## src/rtl/axi_fetch_unit_if.sv

```systemverilog
// AXI read address/data channels between the fetch unit (master) and the memory side (slave).
interface axi_fetch_unit_if #(
    parameter int unsigned ID_WIDTH   = 13,
    parameter int unsigned ADDR_WIDTH = 64,
    parameter int unsigned DATA_WIDTH = 64
);
    logic [ID_WIDTH-1:0]   arid;
    logic [ADDR_WIDTH-1:0] araddr;
    logic [7:0]            arlen;
    logic [2:0]            arsize;
    logic [1:0]            arburst;
    logic                  arlock;
    logic [3:0]            arcache;
    logic [2:0]            arprot;
    logic                  arvalid;
    logic                  arready;
    logic [ID_WIDTH-1:0]   rid;
    logic [DATA_WIDTH-1:0] rdata;
    logic [1:0]            rresp;
    logic                  rlast;
    logic                  rvalid;
    logic                  rready;

    modport master (
        output arid, araddr, arlen, arsize, arburst, arlock, arcache, arprot, arvalid,
        input  arready,
        input  rid, rdata, rresp, rlast, rvalid,
        output rready
    );

    modport slave (
        input  arid, araddr, arlen, arsize, arburst, arlock, arcache, arprot, arvalid,
        output arready,
        output rid, rdata, rresp, rlast, rvalid,
        input  rready
    );
endinterface

```

## src/rtl/axi_fetch_unit.sv

```systemverilog
// Instruction fetch front end: line-sized AXI INCR bursts into an instruction FIFO feeding decode.
// Define FETCH_PERF_EN to add the perf_bursts_o / perf_insts_o / perf_stall_cycles_o counters.
module axi_fetch_unit #(
    parameter int unsigned ID_WIDTH    = 13,
    parameter int unsigned ADDR_WIDTH  = 64,
    parameter int unsigned DATA_WIDTH  = 64,
    parameter int unsigned BURST_BEATS = 8,
    parameter int unsigned FIFO_DEPTH  = 32
) (
    input  logic                  clk_i,
    input  logic                  reset_i,
    input  logic [ADDR_WIDTH-1:0] entry_i,
    input  logic                  redirect_valid_i,
    input  logic [ADDR_WIDTH-1:0] redirect_pc_i,
    output logic                  inst_valid_o,
    input  logic                  inst_ready_i,
    output logic [31:0]           inst_o,
    output logic [ADDR_WIDTH-1:0] inst_pc_o,
    output logic                  fetch_error_o,
    axi_fetch_unit_if.master      m_axi
`ifdef FETCH_PERF_EN
    ,
    output logic [63:0]           perf_bursts_o,
    output logic [63:0]           perf_insts_o,
    output logic [63:0]           perf_stall_cycles_o
`endif
);
    localparam int unsigned LineBytes    = BURST_BEATS * DATA_WIDTH / 8;
    localparam int unsigned WordsPerLine = LineBytes / 4;
    localparam int unsigned WordsPerBeat = DATA_WIDTH / 32;
    localparam int unsigned OffBits      = $clog2(LineBytes);
    localparam int unsigned WordIdxW     = OffBits - 2;
    localparam int unsigned BeatW        = (BURST_BEATS > 1) ? $clog2(BURST_BEATS) : 1;
    localparam int unsigned PtrW         = $clog2(FIFO_DEPTH);
    localparam int unsigned CntW         = PtrW + 1;

    localparam logic [ADDR_WIDTH-1:0] LineMask    = ~ADDR_WIDTH'(LineBytes - 1);
    localparam logic [ADDR_WIDTH-1:0] WordMask    = ~ADDR_WIDTH'(3);
    localparam logic [CntW-1:0]       IssueThresh = CntW'(FIFO_DEPTH - WordsPerLine);

    typedef enum logic [2:0] {StIdle, StAddr, StData, StDrain, StErr} state_e;

    state_e                state_q, state_d;
    logic [ADDR_WIDTH-1:0] pc_q, pc_d;
    logic [ADDR_WIDTH-1:0] araddr_q, araddr_d;
    logic [BeatW-1:0]      beat_q, beat_d;
    logic                  err_pend_q, err_pend_d;
    logic                  redir_pend_q, redir_pend_d;
    logic                  fetch_error_q, fetch_error_d;

    logic [31:0]           inst_mem [FIFO_DEPTH];
    logic [ADDR_WIDTH-1:0] pc_mem   [FIFO_DEPTH];
    logic [PtrW-1:0]       wr_ptr_q, rd_ptr_q;
    logic [CntW-1:0]       count_q;

    logic [WordIdxW-1:0]   word_idx  [WordsPerBeat];
    logic [PtrW-1:0]       push_slot [WordsPerBeat];
    logic [WordsPerBeat-1:0] push_en;
    logic [CntW-1:0]       n_push;
    logic [WordIdxW-1:0]   pc_woff;
    logic                  accept_data;
    logic                  pop;
    logic                  unused_rid;

    assign unused_rid = ^m_axi.rid;

    assign m_axi.arid    = ID_WIDTH'(0);
    assign m_axi.araddr  = araddr_q;
    assign m_axi.arlen   = 8'(BURST_BEATS - 1);
    assign m_axi.arsize  = 3'($clog2(DATA_WIDTH / 8));
    assign m_axi.arburst = 2'b01;
    assign m_axi.arlock  = 1'b0;
    assign m_axi.arcache = 4'b0000;
    assign m_axi.arprot  = 3'b110;
    assign m_axi.arvalid = (state_q == StAddr);
    assign m_axi.rready  = (state_q == StData) || (state_q == StDrain);

    assign inst_valid_o  = (count_q != '0);
    assign inst_o        = inst_mem[rd_ptr_q];
    assign inst_pc_o     = pc_mem[rd_ptr_q];
    assign fetch_error_o = fetch_error_q;

    assign pc_woff     = pc_q[OffBits-1:2];
    assign accept_data = (state_q == StData) && m_axi.rvalid && !redirect_valid_i &&
                         (m_axi.rresp == 2'b00);
    assign pop         = inst_valid_o && inst_ready_i && !redirect_valid_i;

    // Words before the PC inside the line are dropped; the rest pack contiguously from wr_ptr.
    always_comb begin
        n_push = '0;
        for (int k = 0; k < WordsPerBeat; k++) begin
            word_idx[k]  = WordIdxW'(int'(beat_q) * WordsPerBeat + k);
            push_slot[k] = wr_ptr_q + n_push[PtrW-1:0];
            push_en[k]   = accept_data && (word_idx[k] >= pc_woff);
            if (push_en[k]) begin
                n_push = n_push + CntW'(1);
            end
        end
    end

    always_comb begin
        state_d       = state_q;
        pc_d          = pc_q;
        araddr_d      = araddr_q;
        beat_d        = beat_q;
        err_pend_d    = err_pend_q;
        redir_pend_d  = redir_pend_q;
        fetch_error_d = fetch_error_q;
        unique case (state_q)
            StIdle: begin
                if (!redirect_valid_i && (count_q <= IssueThresh)) begin
                    araddr_d = pc_q & LineMask;
                    state_d  = StAddr;
                end
            end
            StAddr: begin
                if (m_axi.arready) begin
                    beat_d       = '0;
                    redir_pend_d = 1'b0;
                    state_d      = (redir_pend_q || redirect_valid_i) ? StDrain : StData;
                end else if (redirect_valid_i) begin
                    redir_pend_d = 1'b1;
                end
            end
            StData: begin
                if (m_axi.rvalid) begin
                    beat_d = beat_q + BeatW'(1);
                    if (redirect_valid_i) begin
                        state_d = m_axi.rlast ? StIdle : StDrain;
                    end else if (m_axi.rresp != 2'b00) begin
                        fetch_error_d = 1'b1;
                        err_pend_d    = !m_axi.rlast;
                        state_d       = m_axi.rlast ? StErr : StDrain;
                    end else if (m_axi.rlast) begin
                        pc_d    = araddr_q + ADDR_WIDTH'(LineBytes);
                        state_d = StIdle;
                    end
                end else if (redirect_valid_i) begin
                    state_d = StDrain;
                end
            end
            StDrain: begin
                if (m_axi.rvalid && m_axi.rlast) begin
                    state_d    = (err_pend_q && !redirect_valid_i) ? StErr : StIdle;
                    err_pend_d = 1'b0;
                end
            end
            StErr: begin
                if (redirect_valid_i) begin
                    state_d = StIdle;
                end
            end
            default: state_d = StIdle;
        endcase
        // A redirect overrides PC and error status regardless of state.
        if (redirect_valid_i) begin
            pc_d          = redirect_pc_i & WordMask;
            fetch_error_d = 1'b0;
            err_pend_d    = 1'b0;
        end
    end

    always_ff @(posedge clk_i) begin
        if (reset_i) begin
            state_q       <= StIdle;
            pc_q          <= entry_i & WordMask;
            araddr_q      <= '0;
            beat_q        <= '0;
            err_pend_q    <= 1'b0;
            redir_pend_q  <= 1'b0;
            fetch_error_q <= 1'b0;
        end else begin
            state_q       <= state_d;
            pc_q          <= pc_d;
            araddr_q      <= araddr_d;
            beat_q        <= beat_d;
            err_pend_q    <= err_pend_d;
            redir_pend_q  <= redir_pend_d;
            fetch_error_q <= fetch_error_d;
        end
    end

    always_ff @(posedge clk_i) begin
        if (reset_i || redirect_valid_i) begin
            wr_ptr_q <= '0;
            rd_ptr_q <= '0;
            count_q  <= '0;
        end else begin
            wr_ptr_q <= wr_ptr_q + n_push[PtrW-1:0];
            rd_ptr_q <= rd_ptr_q + PtrW'(pop);
            count_q  <= count_q + n_push - CntW'(pop);
        end
    end

    always_ff @(posedge clk_i) begin
        for (int k = 0; k < WordsPerBeat; k++) begin
            if (push_en[k]) begin
                inst_mem[push_slot[k]] <= m_axi.rdata[32*k +: 32];
                pc_mem[push_slot[k]]   <= araddr_q + ADDR_WIDTH'({word_idx[k], 2'b00});
            end
        end
    end

`ifdef FETCH_PERF_EN
    always_ff @(posedge clk_i) begin
        if (reset_i) begin
            perf_bursts_o       <= '0;
            perf_insts_o        <= '0;
            perf_stall_cycles_o <= '0;
        end else begin
            perf_bursts_o       <= perf_bursts_o + 64'(m_axi.arvalid && m_axi.arready);
            perf_insts_o        <= perf_insts_o + 64'(inst_valid_o && inst_ready_i);
            perf_stall_cycles_o <= perf_stall_cycles_o + 64'(inst_ready_i && !inst_valid_o);
        end
    end
`endif
endmodule

```

## src/flat_wrapper.sv

```systemverilog
// flat-port wrapper written by rule: the top's interface ports become plain ports
module axi_fetch_unit_flat 
#(
    parameter int unsigned ID_WIDTH    = 13,
    parameter int unsigned ADDR_WIDTH  = 64,
    parameter int unsigned DATA_WIDTH  = 64,
    parameter int unsigned BURST_BEATS = 8,
    parameter int unsigned FIFO_DEPTH  = 32
)
  (clk_i, reset_i, entry_i, redirect_valid_i, redirect_pc_i, inst_valid_o, inst_ready_i, inst_o, inst_pc_o, fetch_error_o, m_axi_arid, m_axi_araddr, m_axi_arlen, m_axi_arsize, m_axi_arburst, m_axi_arlock, m_axi_arcache, m_axi_arprot, m_axi_arvalid, m_axi_arready, m_axi_rid, m_axi_rdata, m_axi_rresp, m_axi_rlast, m_axi_rvalid, m_axi_rready);
  axi_fetch_unit_if #(.ID_WIDTH(ID_WIDTH), .ADDR_WIDTH(ADDR_WIDTH), .DATA_WIDTH(DATA_WIDTH)) m_axi_i ();
  input  logic clk_i;
  input  logic reset_i;
  input  logic [ADDR_WIDTH-1:0] entry_i;
  input  logic redirect_valid_i;
  input  logic [ADDR_WIDTH-1:0] redirect_pc_i;
  output logic inst_valid_o;
  input  logic inst_ready_i;
  output logic [31:0] inst_o;
  output logic [ADDR_WIDTH-1:0] inst_pc_o;
  output logic fetch_error_o;
  output wire logic [$bits(m_axi_i.arid)-1:0] m_axi_arid;
  output wire logic [$bits(m_axi_i.araddr)-1:0] m_axi_araddr;
  output wire logic [$bits(m_axi_i.arlen)-1:0] m_axi_arlen;
  output wire logic [$bits(m_axi_i.arsize)-1:0] m_axi_arsize;
  output wire logic [$bits(m_axi_i.arburst)-1:0] m_axi_arburst;
  output wire logic [$bits(m_axi_i.arlock)-1:0] m_axi_arlock;
  output wire logic [$bits(m_axi_i.arcache)-1:0] m_axi_arcache;
  output wire logic [$bits(m_axi_i.arprot)-1:0] m_axi_arprot;
  output wire logic [$bits(m_axi_i.arvalid)-1:0] m_axi_arvalid;
  input wire logic [$bits(m_axi_i.arready)-1:0] m_axi_arready;
  input wire logic [$bits(m_axi_i.rid)-1:0] m_axi_rid;
  input wire logic [$bits(m_axi_i.rdata)-1:0] m_axi_rdata;
  input wire logic [$bits(m_axi_i.rresp)-1:0] m_axi_rresp;
  input wire logic [$bits(m_axi_i.rlast)-1:0] m_axi_rlast;
  input wire logic [$bits(m_axi_i.rvalid)-1:0] m_axi_rvalid;
  output wire logic [$bits(m_axi_i.rready)-1:0] m_axi_rready;
  assign m_axi_arid = m_axi_i.arid;
  assign m_axi_araddr = m_axi_i.araddr;
  assign m_axi_arlen = m_axi_i.arlen;
  assign m_axi_arsize = m_axi_i.arsize;
  assign m_axi_arburst = m_axi_i.arburst;
  assign m_axi_arlock = m_axi_i.arlock;
  assign m_axi_arcache = m_axi_i.arcache;
  assign m_axi_arprot = m_axi_i.arprot;
  assign m_axi_arvalid = m_axi_i.arvalid;
  assign m_axi_i.arready = m_axi_arready;
  assign m_axi_i.rid = m_axi_rid;
  assign m_axi_i.rdata = m_axi_rdata;
  assign m_axi_i.rresp = m_axi_rresp;
  assign m_axi_i.rlast = m_axi_rlast;
  assign m_axi_i.rvalid = m_axi_rvalid;
  assign m_axi_rready = m_axi_i.rready;
  axi_fetch_unit #(.ID_WIDTH(ID_WIDTH), .ADDR_WIDTH(ADDR_WIDTH), .DATA_WIDTH(DATA_WIDTH), .BURST_BEATS(BURST_BEATS), .FIFO_DEPTH(FIFO_DEPTH)) u_core (.clk_i(clk_i), .reset_i(reset_i), .entry_i(entry_i), .redirect_valid_i(redirect_valid_i), .redirect_pc_i(redirect_pc_i), .inst_valid_o(inst_valid_o), .inst_ready_i(inst_ready_i), .inst_o(inst_o), .inst_pc_o(inst_pc_o), .fetch_error_o(fetch_error_o), .m_axi(m_axi_i));
endmodule
```

## config.mk

```make
export PLATFORM = sky130hd
export DESIGN_NAME = axi_fetch_unit_flat
export DESIGN_NICKNAME = d
export VERILOG_FILES = /design/src/rtl/axi_fetch_unit_if.sv /design/src/rtl/axi_fetch_unit.sv /design/src/flat_wrapper.sv
export SDC_FILE = /design/constraint.sdc
export NUM_CORES = 2
export LEC_CHECK = 0
export BUFFER_PORTS_ARGS = -buffer_cell sky130_fd_sc_hd__buf_2
export CORE_MARGIN = 2
export CORE_UTILIZATION = 45
export DETAILED_ROUTE_END_ITERATION = 12
export HOLD_SLACK_MARGIN = 0.03
export PLACE_DENSITY_LB_ADDON = 0.08
export SYNTH_ARGS = -nofsm -noshare
export SYNTH_HDL_FRONTEND = slang
export SYNTH_SLANG_ARGS = --single-unit
```

## constraint.sdc

```tcl
create_clock -name clk_i -period 23.2 [get_ports clk_i]
set_input_delay 1.16 -clock clk_i [delete_from_list [all_inputs] [get_ports clk_i]]
set_output_delay 1.16 -clock clk_i [all_outputs]
set_load 0.02 [all_outputs]
```

Word level (Yosys, flattened, before mapping)
Memories as Yosys holds them, arrays and structs flattened. A register that Yosys moved wholly into a read port is not among the register bits.
Index checks and enable logic that the tools add are counted.
{ "totals": {"ff_bits": 147, "latchBits": 0, "ramBits": 3072, "rom_bits": 0, "inputBits": 214, "output_inout_bits": 198, "wordCells": 112, "memories": 2} }
{ "op_classes": {"n_addsub": 11, "multipliers": 0, "div_mod_pow": 0, "order_cmp": 3, "eq_ne": 13, "shifts": 0, "muxes": 37, "bitwise": 1, "n_reduce_logical": 34} }
{ "mem_list": {"columns": ["memory", "words", "word_bits", "read_ports", "rd_clocked_by_memory_dff", "wr", "line", "text"], "rows": [
  ["u_core.pc_mem", 32, 64, 1, 1, 2, "axi_fetch_unit.sv:52", "logic [ADDR_WIDTH-1:0] pc_mem [FIFO_DEPTH];"],
  ["u_core.inst_mem", 32, 32, 1, 1, 2, "axi_fetch_unit.sv:51", "logic [31:0] inst_mem [FIFO_DEPTH];"]
]} }
{ "ops": {"columns": ["op", "count"], "rows": [
  ["two-way mux 64 bit", 6],
  ["adder 64 x 6 -> 64 bit", 2],
  ["adder 64 x 7 -> 64 bit, second input constant", 1],
  ["two-way mux 3 bit", 13],
  ["one-hot mux 3 bit (5 select lines)", 1],
  ["AND reduction 4 bit", 3],
  ["two-way mux 1 bit", 11],
  ["adder 5 x 1 -> 5 bit", 2],
  ["logical AND 1 bit", 10],
  ["two-way mux 5 bit", 2],
  ["nonzero test 3 bit", 3],
  [">= comparator 4 bit", 2],
  ["!= test 2 bit, second input constant", 4],
  ["nonzero test 2 bit", 4],
  ["adder 6 bit", 1],
  ["== test 3 x 2 -> 1 bit, second input constant", 2],
  ["less-or-equal comparator 6 x 5 -> 1 bit, second input constant", 1],
  ["two-way mux 6 bit", 1],
  ["!= test 3 bit, second input constant", 2],
  ["one-hot mux 3 bit (2 select lines)", 1],
  ["AND reduction 3 bit", 2],
  ["AND reduction 6 bit", 1],
  ["nonzero test 6 bit", 1],
  ["subtractor 6 x 1 -> 6 bit", 1],
  ["other kinds (17)", 22]
]} }

Depth between registers and ports, before layout
{ "depth": {"depth_word": 10, "ltp_mapped": 18, "ltp_nobuf": 16} }

Worst setup path after synthesis
No wires, ideal clock.
{ "synth_timing": {"kind": "input to register", "start": "input port m_axi_rvalid", "end": "register u_core.pc_q[10], enable pin", "setup_ps": 653, "t_arrival_ps": 7567, "required_ps": 22547, "path_slack_ps": 14980, "cell_stages": 2, "n_path_buf": 0, "cell_sequence": "nand3_1 o41ai_1"} }
{ "synth_via": {"elab_chain_len": 2} }
{ "synth_lines": {"columns": ["item", "line", "text"], "rows": [
  ["start: declaration", "flat_wrapper.sv:36", "input wire logic [$bits(m_axi_i.rvalid)-1:0] m_axi_rvalid;"],
  ["nonzero test 3 bit (no line)", null, null],
  ["AND reduction 4 bit (no line)", null, null],
  ["end signal: assignment", "axi_fetch_unit.sv:166", "pc_q <= entry_i & WordMask;"],
  ["end signal: assignment", "axi_fetch_unit.sv:174", "pc_q <= pc_d;"],
  ["end: declaration", "axi_fetch_unit.sv:44", "logic [ADDR_WIDTH-1:0] pc_q, pc_d;"]
]} }
No other way between the ends.
A chain may end at the register's enable or synchronous reset.

==> results.md <==
* Post-synth EDFFs at 3,038
* Total vias in the final route at 81,642
* Adder-cell area share of the yosys netlist at 0.221%
* Synth Instances at 9,110
* Cts hold-fix bufs at 0
* Number of failing setup endpoints in the final timing report at 0
* Largest net degree at the start of global routing at 131
* Port Buf Inserts at 352
* Global router's overall resource usage at 26.8%
* Proportion of synthesized area in mux cells at 22.6%
* Fin. Hold Viols at 0
* Clock latency at the later pin of the worst-skew pair at 0.94 ns
* Fraction of final layout cells with drive strength greater than 1 at 34.3%
* Most frequent cell on the critical path: sky130_fd_sc_hd__buf_4
* CTS Root Cell: sky130_fd_sc_hd__clkbuf_16
* Via count of the first global-routing pass at 83,643
* Most common flop cell mapped by yosys: sky130_fd_sc_hd__edfxtp_1
* Data arrival time at the worst-slack endpoint at 7.63 ns
* Die extent in x at 579 µm
* Met1 Usage GRT at 36.1%
* Post-Route Hold Slack at 0.444 ns
* Cell type with the highest aggregate area in the netlist: sky130_fd_sc_hd__edfxtp_1
* Remaining global-route overflow at 0
* Post-cts sizing count at 0
* Post-DP Area at 154,000 µm²
* Detailed-route DRC error count at 0
* Critical path startpoint category: register
* DRT antenna net count at 0
* Rel. slew slack at 9.98%
* Share of synthesized registers carrying an async set or reset at 0%
* First-pass iteration count of the detailed router at 5
* Largest family of logic cells by synthesized area: multiplexers
* HPWL after detailed placement at 231 mm
* Synth Cell Area at 149,000 µm²
* Filler cell count in the final layout at 27,519
* M2 GR Usage at 45.6%
* Master of the slowest instance on the critical path: sky130_fd_sc_hd__dfxtp_4
* CP Class: reg -> out
* Worst hold path startpoint: u_core.pc_mem[30][2]
* I/O pins at 412
* Reg-to-reg setup timing slack at 15.43 ns
* Flip-flop and latch area at 93,500 µm²
* Starting density of the core at 45.1%
* Utilization after layout at 50.2%
* Flops & latches, synth at 3,153
* Number of buffers and inverters on the critical path at 6
* Required time of the worst setup path at 22.04 ns
* Total negative setup slack at 0 ns
* Final instance count without filler cells at 13,677
* Classification of the worst-slack hold path: reg -> reg
* Capture instance of the worst register-to-register path: u_core.pc_mem[3][40]
* Final WS setup at 14.41 ns
* Compound-Gate Fraction of Synth Area at 1.24%
* Antenna violations before repair at 44
* Run status: finished clean
* Detailed-route wire length at 450 mm
* Xor/xnor cell area share of the yosys netlist at 0.365%
* Placeable Area at 329,000 µm²
* Signed area change from the synthesized netlist to the final layout at 11.3%
* Clock tree from TritonCTS: built
* Routability Congestion at 0.771
* Count of yosys warnings during synthesis at 0
* Cell Chain, Critical Path: buf_4 > buf_4 > buf_4 > buf_4 > buf_4 > mux4_2 > mux4_2 > mux2_2 > buf_2
* Post-synthesis area per instance at 16.3 µm²
* Power density over the cells at 77.6 nW/µm²
* Wirelength per Cell at 32.9 µm
* Leak Pwr at 48.0 nW
* Startpoint of the most critical setup path: u_core.rd_ptr_q[0]
* Clock buffers created by TritonCTS at 353
* Die outline height at 579 µm
* VDD IR-drop max at 55.7 µV
* Max-slew violations at 0
* Number of nets in the layout at 9,262
* Buffers from clock root to sink, at most at 4
* Met3 demand-to-capacity share in global routing at 3.19%
* Area of the die at 335,000 µm²
* Delay-heaviest family, CP: buffers and inverters
* Final worst path period need at 8.79 ns
* Leading cell types by total area after synthesis: sky130_fd_sc_hd__edfxtp_1, sky130_fd_sc_hd__mux4_2, sky130_fd_sc_hd__mux2_2
* CP max FO at 48
* Number of rows created at floorplan at 211
* Worst clock skew at 0.0311 ns
* Slew of the pin with the lowest slew margin at 1.35 ns
* Most used routing layer: met2
* Synth top area share at 61.4%
* Reg clk slew, reported paths at 0.06 ns
* H-tree depth at 5
* Number of different library cells in the post-synthesis netlist at 68
* Reg-to-reg critical path startpoint: u_core.beat_q[0]
* Max Freq at 114 MHz
* Portion of the post-synthesis area used by sequential elements at 62.9%
* Power consumption at 12.8 mW
* Min-Delay Path Depth at 2
* Worst slack at placement at 15.06 ns
* Simple logic cell fraction of the synthesized area at 9.60%
* Commonest cells after routing, fill and taps aside: sky130_fd_sc_hd__edfxtp_1, sky130_fd_sc_hd__and2_1, sky130_fd_sc_hd__mux2_2
* Worst hold endpoint: u_core.pc_mem[30][2]
* Area occupied by multi-input gates at 51,200 µm²
* Commonest non-fill, non-tap cell in the layout: sky130_fd_sc_hd__edfxtp_1
* Post-CTS repair timing setup buffer count at 0
* Final clock period utilization by the worst path at 37.9%
* Design Area, Final at 165,000 µm²
* Path depth of the worst reg2reg path at 11
* Clock Sink Count at 3,153
* Longest individual stage delay on the worst path at 1.00 ns
* MaxCap Viol Count at 0
* Placed cell count at 13,034
* Unrepaired setup endpoints after global routing: false
* Wire length of the first global-routing pass at 633 mm
* Detailed Route Iter0 Violations at 8,309
* CP Capture Type: output port
* Detailed-route vias per instance at 5.97
[cell families after synthesis]
logic type | after synthesis
other | 2
AOI/OAI and AO/OA | 290
xor gates and xnor gates | 62
muxes | 2065
adders and majority gates | 25
buffers and inverters | 1093
DFF | 3153
and+or+nand+nor | 2420
[worst max path at each step]
stage                                 end  slack (ns)  cells after the start
after CTS                   inst_pc_o[55]       14.04                      9
after global routing        inst_pc_o[52]       13.71                     10
final                       inst_pc_o[55]       14.41                      9
after floorplan           u_core.pc_q[10]       14.98                      2
after global placement      inst_pc_o[55]       15.06                      9
after detailed placement    inst_pc_o[55]       15.06                      9
[cells in the mapped netlist, types with 13 or more instances]
library cell               number
sky130_fd_sc_hd__a21o_1        24
sky130_fd_sc_hd__a21oi_1      113
sky130_fd_sc_hd__a221oi_1      18
sky130_fd_sc_hd__a22oi_1       28
sky130_fd_sc_hd__and2_1      1584
sky130_fd_sc_hd__and3_1        13
sky130_fd_sc_hd__buf_1         40
sky130_fd_sc_hd__buf_2        124
sky130_fd_sc_hd__buf_4         63
sky130_fd_sc_hd__clkbuf_1     828
sky130_fd_sc_hd__dfxtp_1      115
sky130_fd_sc_hd__edfxtp_1    3038
sky130_fd_sc_hd__ha_1          23
sky130_fd_sc_hd__inv_1         36
sky130_fd_sc_hd__mux2_2      1101
sky130_fd_sc_hd__mux2i_1       42
sky130_fd_sc_hd__mux4_2       922
sky130_fd_sc_hd__nand2_1      224
sky130_fd_sc_hd__nand2b_1      16
sky130_fd_sc_hd__nand3_1       29
sky130_fd_sc_hd__nand4_1       25
sky130_fd_sc_hd__nor2_1       141
sky130_fd_sc_hd__nor2b_1      326
sky130_fd_sc_hd__nor3_1        18
sky130_fd_sc_hd__o21ai_0       58
sky130_fd_sc_hd__xnor2_1       31
sky130_fd_sc_hd__xor2_1        31
[where the power goes]
group / internal (mW) / switching, mW
Combinational: 0.355 / 0.604
Sequential: 6.22 / 0.0824
Clock: 3.25 / 2.31
Total: 9.82 / 3.00
[sequential cells by signal, indices dropped and copies added, names as in the netlist]
name	flops
u_core.beat_q	3
u_core.count_q	6
u_core.err_pend_q	1
u_core.fetch_error_o	1
u_core.inst_mem	1024
u_core.m_axi.araddr	58
u_core.pc_mem	1984
u_core.pc_q	62
u_core.rd_ptr_q	5
u_core.redir_pend_q	1
u_core.state_q	3
u_core.wr_ptr_q	5
[routing by layer]
| layer | vias to the layer above | wire (µm) |
|---|---|---|
| li1 | 34222 | - |
| met1 | 43924 | 186000 |
| met2 | 2820 | 225000 |
| met3 | 670 | 25700 |
| met4 | 6 | 13700 |
| met5 | - | 32 |
[area by class of cell]
class                   count  area share, %
repair buffers            573           2.18
multi-input cells        4904           31.0
flip-flops and latches   3153           56.6
clock inverters           171           1.04
diodes                     15         0.0227
well taps                4366           3.30
inverters                  38          0.123
clock buffers             457           5.79
[worst min-delay path, stage by stage, from the launching register on]
cell and delay (ns):
sky130_fd_sc_hd__dfxtp_1 0.31, sky130_fd_sc_hd__nand2_1 0.05, sky130_fd_sc_hd__nand2_1 0.04
No activity file was read; power rests on OpenSTA's default activity.
